--- src/rtl/tinker_pkg.sv ---
// Shared types and constants for the tinker fetch/decode/execute/writeback sequencer.
package tinker_pkg;

    typedef enum logic [2:0] {
        ST_IDLE      = 3'd0,
        ST_FETCH     = 3'd1,
        ST_DECODE    = 3'd2,
        ST_EXECUTE   = 3'd3,
        ST_WRITEBACK = 3'd4,
        ST_HALT      = 3'd5,
        ST_ERROR     = 3'd6
    } state_t;

    localparam int OPC_HI = 31;
    localparam int OPC_LO = 27;

    localparam logic [4:0]  DEFAULT_HALT_OPCODE = 5'h0F;
    localparam logic [63:0] PC_INCR             = 64'd4;

    function automatic logic [4:0] opcode_of(input logic [31:0] instr);
        return instr[OPC_HI:OPC_LO];
    endfunction

endpackage

--- src/rtl/tinker_exec_watchdog.sv ---
// EXECUTE-phase watchdog: counts stalled cycles and flags the last allowed one.
module tinker_exec_watchdog #(
    parameter int unsigned TIMEOUT = 64
) (
    input  logic clk,
    input  logic rst_n,
    input  logic clr,
    input  logic en,
    output logic first,
    output logic tc
);

    localparam int unsigned CW = $clog2(TIMEOUT + 1);
    localparam logic [CW-1:0] TC_VAL = CW'(TIMEOUT - 1);

    logic [CW-1:0] count;

    // count holds the number of EXECUTE cycles already spent, so tc marks the final one
    always_ff @(posedge clk) begin
        if (!rst_n || clr) begin
            count <= '0;
        end else if (en && !tc) begin
            count <= count + CW'(1);
        end
    end

    assign first = (count == '0);
    assign tc    = (count == TC_VAL);

endmodule

--- src/rtl/tinker_seq_ctrl.sv ---
// Multi-cycle sequencer: fetches over req/ack, hands off to the execution unit, writes back.
//
//   state      | meaning
//   -----------+------------------------------------------------
//   IDLE       | waiting for start
//   FETCH      | fetch_req high until fetch_ack, instruction latched
//   DECODE     | one cycle: halt opcode / illegal check
//   EXECUTE    | ex_start on first cycle, wait for ex_done or watchdog
//   WRITEBACK  | one-cycle rf_we strobe, pc += 4, retire
//   HALT       | terminal, halt opcode retired
//   ERROR      | terminal, sticky error flag set
module tinker_seq_ctrl
    import tinker_pkg::*;
#(
    parameter logic [63:0] RESET_PC     = 64'h2000,
    parameter int unsigned EXEC_TIMEOUT = 64,
    parameter logic [4:0]  HALT_OPCODE  = DEFAULT_HALT_OPCODE
) (
    input  logic        clk,
    input  logic        rst_n,
    input  logic        start,
    output logic        fetch_req,
    output logic [63:0] fetch_addr,
    input  logic        fetch_ack,
    input  logic [31:0] fetch_data,
    output logic [31:0] instr_q,
    input  logic        illegal,
    input  logic        wr_allowed,
    output logic        ex_start,
    input  logic        ex_done,
    output logic        rf_we,
    output logic [63:0] pc,
    output logic        busy,
    output logic        halted,
    output logic        err_illegal,
    output logic        err_timeout,
    output logic [31:0] retired_count
);

    state_t state;
    state_t state_nxt;

    logic load_instr;
    logic retire;
    logic adv_pc;
    logic set_ill;
    logic set_tmo;
    logic wr_q;
    logic wd_first;
    logic wd_tc;

    tinker_exec_watchdog #(
        .TIMEOUT (EXEC_TIMEOUT)
    ) u_watchdog (
        .clk   (clk),
        .rst_n (rst_n),
        .clr   (state != ST_EXECUTE),
        .en    (state == ST_EXECUTE),
        .first (wd_first),
        .tc    (wd_tc)
    );

    always_ff @(posedge clk) begin
        if (!rst_n) begin
            state <= ST_IDLE;
        end else begin
            state <= state_nxt;
        end
    end

    always_comb begin
        state_nxt  = state;
        load_instr = 1'b0;
        retire     = 1'b0;
        adv_pc     = 1'b0;
        set_ill    = 1'b0;
        set_tmo    = 1'b0;
        case (state)
            ST_IDLE: begin
                if (start) state_nxt = ST_FETCH;
            end
            ST_FETCH: begin
                if (fetch_ack) begin
                    load_instr = 1'b1;
                    state_nxt  = ST_DECODE;
                end
            end
            ST_DECODE: begin
                if (opcode_of(instr_q) == HALT_OPCODE) begin
                    retire    = 1'b1;
                    state_nxt = ST_HALT;
                end else if (illegal) begin
                    set_ill   = 1'b1;
                    state_nxt = ST_ERROR;
                end else begin
                    state_nxt = ST_EXECUTE;
                end
            end
            ST_EXECUTE: begin
                // a result arriving on the last allowed cycle still wins over the watchdog
                if (ex_done) begin
                    state_nxt = ST_WRITEBACK;
                end else if (wd_tc) begin
                    set_tmo   = 1'b1;
                    state_nxt = ST_ERROR;
                end
            end
            ST_WRITEBACK: begin
                retire    = 1'b1;
                adv_pc    = 1'b1;
                state_nxt = ST_FETCH;
            end
            default: state_nxt = state;
        endcase
    end

    // wr_allowed is captured on the way into WRITEBACK so rf_we is purely a registered decode
    always_ff @(posedge clk) begin
        if (!rst_n) begin
            pc            <= RESET_PC;
            instr_q       <= '0;
            retired_count <= '0;
            err_illegal   <= 1'b0;
            err_timeout   <= 1'b0;
            wr_q          <= 1'b0;
        end else begin
            if (load_instr) instr_q <= fetch_data;
            if (adv_pc) pc <= pc + PC_INCR;
            if (retire) retired_count <= retired_count + 32'd1;
            if (set_ill) err_illegal <= 1'b1;
            if (set_tmo) err_timeout <= 1'b1;
            if (state == ST_EXECUTE && ex_done) wr_q <= wr_allowed;
        end
    end

    assign fetch_req  = (state == ST_FETCH);
    assign fetch_addr = pc;
    assign ex_start   = (state == ST_EXECUTE) && wd_first;
    assign rf_we      = (state == ST_WRITEBACK) && wr_q;
    assign busy       = (state == ST_FETCH) || (state == ST_DECODE) ||
                        (state == ST_EXECUTE) || (state == ST_WRITEBACK);
    assign halted     = (state == ST_HALT);

endmodule

--- config.mk ---
export PLATFORM = sky130hd
export DESIGN_NAME = tinker_seq_ctrl
export DESIGN_NICKNAME = d
export VERILOG_FILES = /design/src/rtl/tinker_pkg.sv /design/src/rtl/tinker_exec_watchdog.sv /design/src/rtl/tinker_seq_ctrl.sv
export SDC_FILE = /design/constraint.sdc
export NUM_CORES = 1
export LEC_CHECK = 0
export ABC_AREA = 0
export CAP_MARGIN = 15
export CELL_PAD_IN_SITES_DETAIL_PLACEMENT = 1
export CELL_PAD_IN_SITES_GLOBAL_PLACEMENT = 2
export CORE_UTILIZATION = 25
export CTS_CLUSTER_DIAMETER = 100
export CTS_CLUSTER_SIZE = 25
export DETAILED_ROUTE_END_ITERATION = 8
export GPL_TIMING_DRIVEN = 0
export HOLD_SLACK_MARGIN = 0.15
export PLACE_DENSITY = 0.83
export RECOVER_POWER = 50
export SETUP_SLACK_MARGIN = 0.05
export SKIP_CTS_REPAIR_TIMING = 1
export SLEW_MARGIN = 40
export SYNTH_ARGS = -nofsm -noshare
export SYNTH_HDL_FRONTEND = slang
export SYNTH_SLANG_ARGS = --single-unit
export TNS_END_PERCENT = 30
--- constraint.sdc ---
create_clock -name clk -period 2.84 [get_ports clk]
set_clock_uncertainty 0.1 [all_clocks]
set_input_delay 0.568 -clock clk [delete_from_list [all_inputs] [get_ports clk]]
set_output_delay 0.568 -clock clk [all_outputs]
set_load 0.05 [all_outputs]
==> impl_results.md <==
* Max_cap viols at 0
* Ys async rst share at 0
* CTS tree: yes
* Mean Syn Cell Area at between 8 and 9 um2
* Fill cells at ~3,000
* Die area at between 0.02 and 0.03 mm2
* Crit path max fanout at 10
* Final setup viols at 1
* Buffers on Ports at 232
* Detailed Routing Iterations Pass 1 at 4
* Height of the die at about 170 um
* Int Pwr at ~3.7 mW
* WL per Instance at 15.90 um
* Antenna cells at 0
* CTS root buf: clkbuf_16
* Global placement routability congestion at approximately 0.75
* Antenna Nets Post-Route at 0
* Vias in the first global route at roughly 6,600
* Top post-synthesis cells by area: dfxtp_1 41%, buf_4 7.3%, nand2_1 6.2%
* Relative slew slack at 0.5368
* Largest area contributor in the netlist: dfxtp_1
* Synth cell types at between 50 and 60
* Synthesis-stage register bit count at approximately 140
* Synthesized cell area at a little under 0.007 mm2
* Initial core utilization at 0.2578
* Hold/Removal Path Class: reg -> reg
* DRC at 0
* RSZ-0062 raised after global routing: yes
* Fraction of layout cells with a size suffix above 1 at 0.1119
* Initial antenna violation count at 2
* Vias at just under 7,000
* Global-route wire length before repair at roughly 37 mm
* Drt initial violations at around 240
* Failing checks: negative setup slack
* Global-route total usage across every layer at 0.1655
* Final Hold Fails at 0
* R2R depth at 7
* NetSw at ~1.5 mW
* Crit path kind: reg -> out
* Top Ports at about 240
* Final worst slack at -0.01319 ns
* Core ar. at around 0.026 mm2
* Area delta synth->final at 50.21%
* Worst setup SP type: flop
* Largest net degree at the start of global routing at 17
* Switching Share at 0.2829
* Clock share of power at 0.455
* Placed cells at approximately 1,400
* FP Rows at 59
* FMAX at between 0.3 and 0.4 GHz
* Design Power at a little over 5 mW
* Sequential Power Share at 0.397
* H-tree levels at 4
* CP Capture Type: primary output
* Leak Pwr at 3.428 nW
* Fin. max-slew vios at 0
* Maximum vdd ir drop at around 0.32 mV
* Nets@finish at roughly 1,100
* Clk sink count at around 140
* Clock-pin transition on the worst setup and hold timing paths at ~0.06 ns
* Synth warnings at 0
* Commonest cells post-synth: 139 x dfxtp_1, 112 x nand2_1, 75 x nor2_1
* Final wirelength at roughly 23 mm
* Final Critical Period at between 2 and 3 ns
* Finished Layout Cells at ~1,400
* Register Area at between 0.002 and 0.003 mm2
* Area share of the largest cell type after synthesis at 0.4097
* P per Cell Area at between 500 and 600 mW/mm2
* WP data required at approximately 2.2 ns
* Worst-margin pin slew at 0.6948 ns
* Post-synthesis sequential area ratio at 0.4097
* Hold depth at 2
* Syn Inst Count at roughly 830
* Combinational share of power at 0.149
* Vias per cell at 4.744
* Status: finished with violations
* Synth Flop Type: dfxtp_1
* DP Wirelength at roughly 17 mm
* Tcrit/Tclk final at 1.005
* GRT Residual Overflow at 0
* Worst skew pair latency at around 0.42 ns
* Count leader, synth: dfxtp_1
* CTS buffer count at 17
* Post-synth EDFFs at 0
* Multi-input combinational cell area at roughly 0.0033 mm2
* Die X at between 150 and 200 um
* Worst-case clock buffer depth at 2
* Crit path DAT at between 2 and 2.5 ns
[flip-flops by register name, summed over array words and instances (netlist names)]
name / cells
u_watchdog.count: 7
wr_q: 1
state: 3
err_timeout: 1
retired_count: 32
err_illegal: 1
fetch_addr: 62
instr_q: 32
[critical path: stages (launching register included)]
cell	delay [ns]
dfxtp_1	0.43
buf_6	0.17
clkbuf_1	0.31
nand2_1	0.18
nor4bb_2	0.35
clkbuf_2	0.33
[power groups by stage]
stage	clock, mW	sequential, mW	combinational [mW]
5_1_grt	2.49	2.06	0.833
3_5_place_dp	0	2.10	0.786
4_1_cts	2.42	2.05	0.790
2_1_floorplan	0	2.26	0.329
3_3_place_gp	0	2.10	0.782
6_report	2.36	2.06	0.771
[routing by layer]
layer,global-route usage,part of all wire,up-vias
li1,-,-,3345
met5,0,0.0012,-
met3,0.06107,0.072,13
met1,0.2031,0.45,3260
met2,0.2760,0.47,181
met4,0.03261,0.0054,4
[cell usage in the layout, fill, tap and decap left out, drive strengths merged, types with 3 or more instances in the layout]
master         synthesis  layout
dfxtp                139     139
nand4                 34      34
ha                     4       4
nor4                  21      21
o41ai                  3       3
or4                   13      13
nand2b                 4       4
o31ai                 10      10
clkbuf                35      59
clkdlybuf4s50          0     227
nand3                 34      34
and2                  10      10
xor2                  22      22
xnor2                 38      38
buf                   72      73
a31oi                  5       5
a21oi                 74      74
nor3b                  3       3
or4b                   4       4
bufinv                 0       3
and4                  14      14
and3                   3       3
conb                   1       4
o21ai                 26      26
nor2                  75      75
clkinvlp               0       3
nand2                112     112
or3                   23      23
inv                   18      19
nor3                  16      16
clkinv                 0       3
[path summary, 6_finish.rpt]
kind / slack (ns) / startpoint / end
min reg2reg: 0.35 / instr_q[4]$_SDFFE_PN0P_ / instr_q[4]$_SDFFE_PN0P_
max: -0.01 / state[0]$_SDFFE_PN0P_ / ex_start
min: 0.35 / instr_q[4]$_SDFFE_PN0P_ / instr_q[4]$_SDFFE_PN0P_
max reg2reg: 0.03 / state[0]$_SDFFE_PN0P_ / fetch_addr[40]$_SDFFE_PN0P_
[cell type report]
type / count / area share
plain buffers: 107 / 0.06585
inverters: 18 / 0.006622
flip-flops and latches: 139 / 0.2727
well taps: 335 / 0.04108
multi-input cells: 571 / 0.3265
repair buffers: 233 / 0.2273
clock inverters: 10 / 0.01373
clock buffers: 21 / 0.04611
[kinds of logic (layout without fill, tap and decap cells)]
kind of cell / count (synthesis) / count (layout) / synth area share
other: 1 / 4 / 0.0005521
AO/OA/AOI/OAI: 125 / 125 / 0.1022
multiplexers: 2 / 2 / 0.002947
buffers and inverters: 125 / 389 / 0.1083
flip-flops: 139 / 139 / 0.4097
adder cells (fa/ha/maj): 4 / 4 / 0.007368
XOR/XNOR: 60 / 60 / 0.07736
AND/OR/NAND/NOR: 376 / 376 / 0.2916
[per-stage QoR]
stage / setup slack (ns) / instance area [um2] / util / hold slack, ns / TNS [ns]
floorplan: 0.06903 / 6810 / - / 0.3454 / 0
global placement: -0.2534 / 9552 / 0.3624 / 0.3420 / -1.389
detailed placement: -0.3023 / 9558 / 0.3627 / 0.3458 / -1.734
CTS: -0.5468 / 10170 / 0.3858 / 0.3546 / -3.346
global route: -0.2025 / 10200 / 0.3872 / 0.3694 / -0.4925
finish: -0.01319 / 10200 / 0.3872 / 0.3532 / -0.01319
(Power assumes the default switching activity.)
